==> config.mk <==
export PLATFORM = sky130hd
export DESIGN_NAME = dec8b10b_sync_ctrl
export DESIGN_NICKNAME = d
export VERILOG_FILES = /design/src/rtl/dec8b10b_sync_ctrl.sv
export SDC_FILE = /design/constraint.sdc
export NUM_CORES = 1
export LEC_CHECK = 0
export BUFFER_PORTS_ARGS = -buffer_cell sky130_fd_sc_hd__buf_2
export CORE_UTILIZATION = 45
export CTS_CLUSTER_SIZE = 8
export DETAILED_ROUTE_END_ITERATION = 8
export GPL_TIMING_DRIVEN = 0
export PLACE_DENSITY = 0.87
export SLEW_MARGIN = 20
export SYNTH_ARGS = -nofsm -noshare
export SYNTH_HDL_FRONTEND = slang
export SYNTH_SLANG_ARGS = --single-unit
==> constraint.sdc <==
create_clock -name clk_i -period 4.7 [get_ports clk_i]
set_clock_uncertainty 0.15 [all_clocks]
set_input_delay 0.705 -clock clk_i [delete_from_list [all_inputs] [get_ports clk_i]]
set_output_delay 0.705 -clock clk_i [all_outputs]
set_load 0.01 [all_outputs]
==> src/rtl/dec8b10b_sync_ctrl.sv <==
// dec8b10b_sync_ctrl: 8b/10b symbol classification, RD tracking, comma sync FSM and 1-entry byte output stage.
// Define DEC8B10B_SYNC_STATS_EN to build the saturating symbol-error counter behind err_count_o.
module dec8b10b_sync_ctrl #(
   parameter int COMMA_CNT_P  = 3,
   parameter int ERR_THRESH_P = 4,
   parameter int GOOD_CNT_P   = 4
) (
   input  logic        clk_i,
   input  logic        reset_n_i,
   input  logic [9:0]  sym_i,
   input  logic        sym_v_i,
   output logic [9:0]  dec_sym_o,
   output logic        dec_en_o,
   input  logic [7:0]  dec_byte_i,
   output logic [7:0]  out_byte_o,
   output logic        out_v_o,
   input  logic        out_ready_i,
   output logic        sync_o,
   output logic [1:0]  state_o,
   output logic        rd_o,
   output logic        sym_err_o,
   output logic        overflow_o,
   input  logic        clear_stats_i,
   output logic [15:0] err_count_o
);
   localparam int CW = $clog2(COMMA_CNT_P + 1);
   localparam int EW = $clog2(ERR_THRESH_P + 1);
   localparam int GW = $clog2(GOOD_CNT_P + 1);
   localparam logic [CW-1:0] COMMA_L = CW'(COMMA_CNT_P);
   localparam logic [EW-1:0] ERR_L   = EW'(ERR_THRESH_P);
   localparam logic [GW-1:0] GOOD_L  = GW'(GOOD_CNT_P);

   typedef enum logic [1:0] {LOS = 2'b00, ACQ = 2'b01, SYNC = 2'b10, CHECK = 2'b11} state_t;

   state_t        state_q, state_d;
   logic          rd_q, rd_d, out_v_q, out_v_d, sym_err_q, sym_err_d, ovf_q, ovf_d;
   logic [7:0]    out_byte_q, out_byte_d;
   logic [CW-1:0] ccnt_q, ccnt_d;
   logic [EW-1:0] ecnt_q, ecnt_d;
   logic [GW-1:0] gcnt_q, gcnt_d;
   logic [3:0]    ones;
   logic [2:0]    ones_h, ones_l;
   logic          comma, err, data, full;

   assign ones   = 4'($countones(sym_i));
   assign ones_h = 3'($countones(sym_i[9:5]));
   assign ones_l = 3'($countones(sym_i[4:0]));
   assign comma  = sym_i == 10'h0FA || sym_i == 10'h305;
   // RD violations only count once the link has left LOS
   assign err    = ones < 4'd4 || ones > 4'd6 ||
                   (state_q != LOS && ((ones == 4'd6 && rd_q) || (ones == 4'd4 && !rd_q)));
   assign data   = !comma && !err && ((ones_h == 3'd3 && ones_l == 3'd2) || (ones_h == 3'd2 && ones_l == 3'd3));
   assign full   = out_v_q && !out_ready_i;

   always_ff @(posedge clk_i or negedge reset_n_i) begin
      if (!reset_n_i) begin
         state_q    <= LOS;
         rd_q       <= 1'b0;
         out_v_q    <= 1'b0;
         out_byte_q <= '0;
         sym_err_q  <= 1'b0;
         ovf_q      <= 1'b0;
         ccnt_q     <= '0;
         ecnt_q     <= '0;
         gcnt_q     <= '0;
      end else begin
         state_q    <= state_d;
         rd_q       <= rd_d;
         out_v_q    <= out_v_d;
         out_byte_q <= out_byte_d;
         sym_err_q  <= sym_err_d;
         ovf_q      <= ovf_d;
         ccnt_q     <= ccnt_d;
         ecnt_q     <= ecnt_d;
         gcnt_q     <= gcnt_d;
      end
   end

   always_comb begin
      state_d    = state_q;
      rd_d       = rd_q;
      ccnt_d     = ccnt_q;
      ecnt_d     = ecnt_q;
      gcnt_d     = gcnt_q;
      sym_err_d  = sym_v_i && err;
      ovf_d      = dec_en_o && full;
      out_v_d    = dec_en_o || full;
      out_byte_d = dec_en_o && !full ? dec_byte_i : out_byte_q;
      if (sym_v_i) begin
         rd_d = ones == 4'd6 ? 1'b1 : ones == 4'd4 ? 1'b0 : rd_q;
         case (state_q)
            LOS: if (comma) begin
               state_d = ACQ;
               ccnt_d  = CW'(1);
            end
            ACQ: if (err) state_d = LOS;
               else if (comma) begin
                  ccnt_d = ccnt_q + CW'(1);
                  if (ccnt_q + CW'(1) == COMMA_L) state_d = SYNC;
               end
            SYNC: if (err) begin
               state_d = CHECK;
               ecnt_d  = EW'(1);
               gcnt_d  = '0;
            end
            CHECK: if (err) begin
                  ecnt_d = ecnt_q + EW'(1);
                  gcnt_d = '0;
                  if (ecnt_q + EW'(1) == ERR_L) state_d = LOS;
               end else if (gcnt_q + GW'(1) == GOOD_L) begin
                  gcnt_d = '0;
                  ecnt_d = ecnt_q - EW'(1);
                  if (ecnt_q == EW'(1)) state_d = SYNC;
               end else gcnt_d = gcnt_q + GW'(1);
         endcase
      end
   end

   always_comb begin
      dec_sym_o = sym_i;
      dec_en_o  = sym_v_i && state_q[1] && data;
      sync_o    = state_q[1];
      state_o   = state_q;
   end

   assign rd_o       = rd_q;
   assign out_v_o    = out_v_q;
   assign out_byte_o = out_byte_q;
   assign sym_err_o  = sym_err_q;
   assign overflow_o = ovf_q;

`ifdef DEC8B10B_SYNC_STATS_EN
   logic [15:0] err_cnt_q;
   always_ff @(posedge clk_i or negedge reset_n_i) begin
      if (!reset_n_i) err_cnt_q <= '0;
      else if (clear_stats_i) err_cnt_q <= '0;
      else if (sym_v_i && err && err_cnt_q != 16'hFFFF) err_cnt_q <= err_cnt_q + 16'd1;
   end
   assign err_count_o = err_cnt_q;
`else
   logic unused_clear;
   assign unused_clear = clear_stats_i;
   assign err_count_o  = '0;
`endif
endmodule
---- Word-level counts from Yosys, hierarchy flattened ----
Cells that the tools add are included.
storage, ports and cells
  bits of input ports ..................... 23
  register bits ........................... 22
  output and inout port bits .............. 42
operators by class
  reductions and logical operators ........ 34
  $add $sub $neg .......................... 18
  $lt $le $gt $ge ......................... 2
  mux-type cells .......................... 23
  eq/ne operators ......................... 24
operator list
  operator                number
  $mux W2                 11
  $mux W3                 6
  $ne A3 B3 Y1 const B    5
  $add A1 B1 Y2           7
  $logic_and A1 B1 Y1     13
  $eq A3 B2 Y1 const B    4
  $pmux W3 S2             2
  $eq A10 B10 Y1 const B  1
  $eq A10 B8 Y1 const B   1
  $add A2 B2 Y3           3
  $eq A4 B3 Y1 const B    2
  $ne A2 B2 Y1 const B    4
  $pmux W2 S4             1
  $reduce_and A8 Y1       1
  $reduce_bool A2 Y1      4
  $add A3 B1 Y3           2
  $add A3 B1 Y3 const B   2
  $eq A2 B2 Y1 const B    3
  $eq A3 B3 Y1 const B    2
  $logic_or A1 B1 Y1      6
  $logic_not A1 Y1        5
  $reduce_and A5 Y1       1
  $add A3 B3 Y4           1
  $add A4 B2 Y4           1
  other kinds (12)        13

---- Depth between registers and ports, before layout ----
Gate-level depths: netlist (run 1).
  depth in word-level cells ............... 14
  gate-level depth with buffers ........... 18
  mapped depth without buffers ............ 17

---- Least setup slack after synthesis (run 1) ----
No wires, ideal clock.
  path type ............................... in2out
  start point ............................. input sym_i[0]
  end point ............................... output dec_en_o
  required time ........................... 3.845 ns
  setup slack ............................. -0.408 ns
  buffers on the path ..................... 1
  cell stages on the path ................. 15
  arrival time ............................ 4.253 ns
  cell sequence ........................... inv_1 > fa_1 > inv_1 > ha_1 > inv_1 > fa_1 > inv_1 > fa_1 > inv_1 > fa_1 > nor4b_1 > or3_1 > buf_6 > or4_4 > clkinv_2
between the ends
  cells in the longest elaborated chain, start to end .. 13
  elaborated cells on any way between the ends .. 28
ends and longest elaborated chain
  element                                                                 line  source
  start: declaration                                                      10    input logic [9:0] sym_i,
  parallel branches: the longest is 11 deep, another holds $add A3 B3 Y4  -
  $logic_and A1 B1 Y1 (*)                                                 52    assign data = !comma && !err && ((ones_h == 3'd3 && ones_l == 3'd2) || (ones_h == 3'd2 && ones_l == 3'd3));
  $logic_and A1 B1 Y1 (*)                                                 121   dec_en_o = sym_v_i && state_q[1] && data;
  end: declaration                                                        13    output logic dec_en_o,
Every way passes the cells marked *.

---- Final worst setup path (run 1) ----
Same ends and word-level chain as after synthesis.

==> results by group, run 1 <==
Floorplanning
  • Initial Util: 46.6%
  • Die Height: 66.3 µm
  • Die Wd: 66.3 µm
  • Die area: 0.00440 mm²
  • # rows: 23
  • Io pins: 65
  • Core Area: 0.00400 mm²

Drt
  • Drt wl/cell: 11.6 µm
  • Detailed-route DRC error count: 2
  • Final ANT Viol Nets: 0
  • DRT Pass-1 Iters: 6
  • Starting DRT DRC Count: 52
  • Final WL: 3590 µm
  • Vias/cell: 4.72
  • Via count: 1462

GRT
  • Initial antenna violation count: 0
  • Largest net degree at the start of global routing: 23
  • Vias in the first global route: 1366
  • First-pass GRT wire length: 5730 µm
  • GR Util All Layers: 17.0%
  • GRT Residual Overflow: 0

Logic synthesis
  • EDFF count, synth: 0
  • Yosys reg bits: 22
  • Top_reg_cell synth: dfrtp_1
  • Syn Area/Cell: 10.0 µm²
  • Cells after Synth: 186
  • Multiplexer share of the synthesized area: 6.98%
  • Adder-cell share of the synthesized area: 21.8%
  • Compound-Gate Fraction of Synth Area: 9.74%
  • Largest family of logic cells by synthesized area: adder cells
  • Post-Syn Area: 0.00186 mm²
  • Synth Area in Simple Gates: 13.1%
  • YS warnings: 0
  • Post-Synth XOR/XNOR Area: 1.41%
  • Yosys cell types: 48
  • Synth async-reset ratio: 100%
  • Register area share after synthesis: 29.6%

Timing
  • RSZ-0062 raised after global routing: yes
  • Setup WS post-layout: -0.320 ns
  • Max Fclk: 0.199 GHz
  • Worst-Margin Slew: 0.932 ns
  • Setup TNS: -0.320 ns
  • Hold_ws: 0.248 ns
  • Rel. slew slack: 37.1%
  • Final Cycle Share: 107%
  • Hold Vio Cnt, Final: 0
  • Post-layout min period: 5.02 ns
  • Max-slew violations: 0
  • Final setup violation count: 1

Clock network
  • Clock sink count: 22
  • Post-CTS Hold Buffers: 0
  • Clk_lat worst skew: 0.26 ns
  • Clock tree root buffer cell: clkbuf_8
  • Clock slew seen by the registers of the worst setup and hold paths: 0.08 ns
  • H-Tree Depth: 1
  • CTS tree: yes
  • CTS max path bufs: 2
  • Num CTS Buffers: 3

Placement
  • Placer Congestion: 0.853
  • Port-buffer cells: 47
  • HPWL Detailed: 2770 µm

Setup path
  • Req. time, crit path: 3.85 ns
  • CP Launch Type: input port
  • Worst Setup EP: dec_en_o
  • CP endpoint kind: primary output
  • CP arrival: 4.16 ns
  • Crit path max fanout: 3
  • Crit Reg-Reg Endpoint: ecnt_q[2]
  • Kind of critical path: input port to primary output
  • CP Launch Point: sym_i[0]
  • Reg2reg setup slack: 2.08 ns
  • Worst reg-to-reg path cell count: 7

Power and ir drop
  • Maximum VDD drop: 0.143 mV
  • Pwr per Cell Area: 426 mW/mm²
  • Lkg Pwr: 1.32 nW
  • Total power: 0.00104 W

Finish
  • Multi-input gate area: 0.00110 mm²
  • Sequential cell area: 551 µm²
  • Filler cells: 346
  • Layout cell share with drive strength beyond 1: 43.5%
  • Diodes inserted: 0
  • Layout area overhead: 31.0%
  • Nets: 311

Job
  • Max-Cap Viols: 0

Outcome
  • Outcome: complete, but fails checks
  • Violated checks: DRC, setup timing

Hold path
  • Min-Delay Path Class: input port to async pin
## state kept, by name, summed over array words and instances, names as in the netlist, named ones only
register / count
out_byte_o: 8
ecnt_q: 3
gcnt_q: 3
ccnt_q: 2
out_v_o: 1
overflow_o: 1
rd_o: 1
state_o: 1
sym_err_o: 1
## repair_timing
action / in CTS / in global routing
gates resized for setup: 13 / 3
setup buffers: 7 / 2
pin swaps: 7 / 7
endpoints found under the setup margin: 10 / 12
## synthesized netlist by cell type, types with 2 or more instances
master	count	area (µm²)
o41ai_1	2	17.5
o31ai_1	2	15.0
nand4_1	5	31.3
and3_1	2	12.5
o21ai_0	7	35.0
mux2_4	8	120
nor2_1	4	15.0
nand2b_1	4	25.0
a21oi_1	3	15.0
fa_1	9	180
nand2_1	9	33.8
inv_1	25	93.8
dfrtp_1	22	551
a22o_1	2	17.5
buf_4	27	203
nor3_1	3	15.0
xnor2_1	2	17.5
nand3_1	3	15.0
ha_1	18	225
## kinds of logic (layout without fill, tap and decap cells)
logic type	after synthesis	in the layout
simple gates	41	41
xor+xnor	3	3
buf+inv	56	115
flops	22	22
fa+ha+maj	27	27
compound gates	27	27
other cells	1	16
mux	9	9
## layout by cell type, fill, tap and decap left out, drive strengths merged, types with 2 or more instances in the layout
| cell | instances |
|---|---|
| and3 | 2 |
| nand4 | 5 |
| or4 | 2 |
| a21oi | 4 |
| o31ai | 2 |
| nor2 | 4 |
| mux2 | 8 |
| fa | 9 |
| buf | 84 |
| nor3 | 3 |
| o41ai | 2 |
| clkbuf | 4 |
| conb | 16 |
| xnor2 | 2 |
| nand2b | 4 |
| ha | 18 |
| nand3 | 3 |
| inv | 25 |
| a22o | 2 |
| dfrtp | 22 |
| nand2 | 10 |
| o21ai | 8 |
## worst max-delay path: stages
cell	delay [ns]
buf_8	0.08
inv_6	0.03
fa_1	0.54
inv_2	0.05
ha_4	0.26
inv_2	0.03
fa_1	0.45
inv_2	0.07
fa_2	0.20
inv_2	0.04
fa_1	0.56
buf_4	0.13
a21oi_2	0.03
or3_4	0.37
or4_4	0.45
clkinv_4	0.07
buf_6	0.09
## per-stage QoR
step | std cells | worst slack [ns] | area, µm² | util, %
final | 310 | -0.320 | 2440 | 61.0
after global routing | 310 | -0.432 | 2440 | 61.0
after CTS | 309 | -0.646 | 2420 | 60.6
after detailed placement | 298 | -0.667 | 2250 | 56.3
after global placement | 298 | -0.588 | 2250 | 56.3
after floorplan | 201 | -0.205 | 1950 | -
## layout make-up
class | count | share of cell area (%)
sequential | 22 | 22.6
inverter | 26 | 4.51
multi-input combinational | 123 | 45.1
timing repair buffer | 56 | 13.7
clock buffer | 3 | 1.69
buffer | 29 | 8.66
clock inverter | 1 | 1.23
tap | 50 | 2.56
## layer usage
metal / GRT usage [%] / part of all wire (%) / vias to the layer above
met5: 0 / 0 / -
met4: 7.18 / 1.3 / 0
met3: 1.38 / 3.7 / 5
met2: 31.5 / 52 / 42
met1: 19.8 / 43 / 679
li1: - / - / 736
## where the power goes
group,total (W),switching (W),internal [W]
Clock,0.000176,0.0000619,0.000114
Sequential,0.000302,0.0000487,0.000253
Combinational,0.000564,0.000284,0.000280
Total,0.00104,0.000394,0.000647
## worst min path at each step
| stage | start | to | slack, ns | cells after the start |
|---|---|---|---|---|
| finish | reset_n_i | gcnt_q[0] | 0.25 | 1 |
| global route | reset_n_i | out_byte_o[5] | 0.28 | 1 |
| CTS | reset_n_i | out_byte_o[4] | 0.26 | 1 |
| detailed placement | out_byte_o[3] | out_byte_o[3] | 0.34 | 1 |
| global placement | out_byte_o[5] | out_byte_o[5] | 0.34 | 1 |
| floorplan | reset_n_i | async pin | 0.26 | 0 |
Note: power is estimated with default switching activity, not from simulation.
==> run 2, diff against run 1 <==
--- a/config.mk
+++ b/config.mk
@@ -10,7 +10,7 @@
 export CTS_CLUSTER_SIZE = 8
 export DETAILED_ROUTE_END_ITERATION = 8
 export GPL_TIMING_DRIVEN = 0
-export PLACE_DENSITY = 0.87
+export PLACE_DENSITY = 0.71
 export SLEW_MARGIN = 20
 export SYNTH_ARGS = -nofsm -noshare
 export SYNTH_HDL_FRONTEND = slang
==> constraint.sdc (replaced) <==
create_clock -name clk_i -period 6.2 [get_ports clk_i]
set_clock_uncertainty 0.15 [all_clocks]
set_input_delay 0.93 -clock clk_i [delete_from_list [all_inputs] [get_ports clk_i]]
set_output_delay 0.93 -clock clk_i [all_outputs]
set_load 0.01 [all_outputs]
==> results by group, run 2 (same netlist as run 1, synthesis figures left out) <==
Timing
  • Post-layout min period: 5.90 ns
  • Final Cycle Share: 95.1%
  • Worst-Margin Slew: 0.964 ns
  • Rel. slew slack: 34.9%
  • Max Fclk: 0.170 GHz
  • Hold_ws: 0.357 ns
  • Final setup violation count: 0
  • RSZ-0062 raised after global routing: no
  • Setup WS post-layout: 0.302 ns
  • Hold Vio Cnt, Final: 0
  • Max-slew violations: 0
  • Setup TNS: 0 ns

Floorplanning
  • Die area: 0.00440 mm²
  • Core Area: 0.00400 mm²
  • Die Height: 66.3 µm
  • Initial Util: 46.6%
  • Io pins: 65
  • Die Wd: 66.3 µm
  • # rows: 23

GRT
  • Largest net degree at the start of global routing: 23
  • GR Util All Layers: 16.1%
  • Initial antenna violation count: 0
  • Vias in the first global route: 1286
  • First-pass GRT wire length: 5470 µm
  • GRT Residual Overflow: 0

Power and ir drop
  • Lkg Pwr: 1.27 nW
  • Pwr per Cell Area: 324 mW/mm²
  • Maximum VDD drop: 0.113 mV
  • Total power: 0.000741 W

Clock network
  • H-Tree Depth: 1
  • CTS resizes: 0
  • Post-CTS Hold Buffers: 0
  • Clock slew seen by the registers of the worst setup and hold paths: 0.08 ns
  • Clock tree root buffer cell: clkbuf_8
  • Num CTS Buffers: 3
  • CTS max path bufs: 2
  • Clk_lat worst skew: 0.27 ns
  • Post CTS Setup Buffer Count: 0
  • CTS tree: yes
  • Clock sink count: 22

Drt
  • Starting DRT DRC Count: 78
  • Detailed-route DRC error count: 1
  • Final WL: 3270 µm
  • Drt wl/cell: 10.8 µm
  • DRT Pass-1 Iters: 9
  • Final ANT Viol Nets: 0
  • Via count: 1423
  • Vias/cell: 4.71

Outcome
  • Violated checks: DRC
  • Outcome: complete, but fails checks

Finish
  • Max reg flops: 8
  • Nets: 303
  • Layout area overhead: 22.8%
  • Diodes inserted: 0
  • Most frequent cells in the layout: buf_2, buf_4, inv_1
  • Layout cell share with drive strength beyond 1: 36.9%
  • Cell area after layout: 0.00229 mm²
  • Commonest non-fill, non-tap cell in the layout: buf_2

Setup path
  • CP endpoint kind: primary output
  • Worst reg-to-reg path cell count: 9
  • Kind of critical path: input port to primary output
  • Reg2reg setup slack: 3.54 ns
  • Req. time, crit path: 5.12 ns
  • Crit Reg-Reg Endpoint: out_byte_o[6]
  • Cell mode on critical path: inv_1
  • CP Launch Type: input port
  • CP arrival: 4.82 ns
  • Worst path max stage delay: 0.56 ns
  • Crit path max fanout: 8
  • Cells along the critical path: buf_2, inv_1, fa_1, inv_1, ha_1, inv_1, fa_1, inv_1, fa_1, inv_1, fa_1, nor4b_1, or3_1, buf_6, or4_4, clkinv_2, buf_2
  • CP max-delay cell: or4_4

Placement
  • Placer Congestion: 0.808
  • HPWL Detailed: 2700 µm
  • Placed Area: 0.00222 mm²
  • Port-buffer cells: 47
  • Pre-CTS setup slack: 0.279 ns

Hold path
  • WHS Path Cells: 1
  • Hold endpoint: out_byte_o[3]
  • Min-Delay Path Class: register to register
  • Hold Path Origin: out_byte_o[3]

Job
  • Max-Cap Viols: 0
## run 2: cell types whose count changed in the layout (fill, tap and decap cells not counted), sizes merged
cell	before	now
buf	84	76
## run 2: critical path: cells and delay by family
family,cells,cell delay [ns]
fa+ha+maj,5,2.09
simple gates,3,1.05
buf+inv,9,0.75
## run 2: stage by stage
stage / cells / utilization [%]
6_report: 302 / 57.2
3_3_place_gp: 298 / 55.4
5_1_grt: 302 / 57.2
4_1_cts: 302 / 57.2
3_5_place_dp: 298 / 55.4
2_1_floorplan: 201 / -
## run 2: routing by layer
layer / vias up / track usage (%) / share of wire, %
met1: 663 / 21.1 / 46
met5: - / 0 / 0
li1: 715 / - / -
met2: 42 / 27.0 / 50
met4: 0 / 5.59 / 0.73
met3: 3 / 2.07 / 3.6
## run 2: how the worst max path moves through the flow
stage / from / to / slack [ns]
floorplan: sym_i[0] / dec_en_o / 0.64
global placement: sym_i[0] / dec_en_o / 0.30
detailed placement: sym_i[0] / dec_en_o / 0.28
CTS: sym_i[0] / dec_en_o / 0.28
global route: sym_i[0] / dec_en_o / 0.09
finish: sym_i[0] / dec_en_o / 0.30
## run 2: final cells by class
class | count | area (µm²)
Clock buffer | 3 | 41.3
Timing Repair Buffer | 47 | 235
Multi-Input combinational cell | 123 | 1050
Inverter | 26 | 98.8
Buffer | 30 | 223
Tap cell | 50 | 62.6
Clock inverter | 1 | 30.0
Sequential cell | 22 | 551
Fill cell | 352 | 1710
## run 2: power breakdown
part,internal (W),switching [W]
combinational,0.000182,0.000199
sequential,0.000192,0.0000348
clock,0.0000863,0.0000466
total,0.000460,0.000281
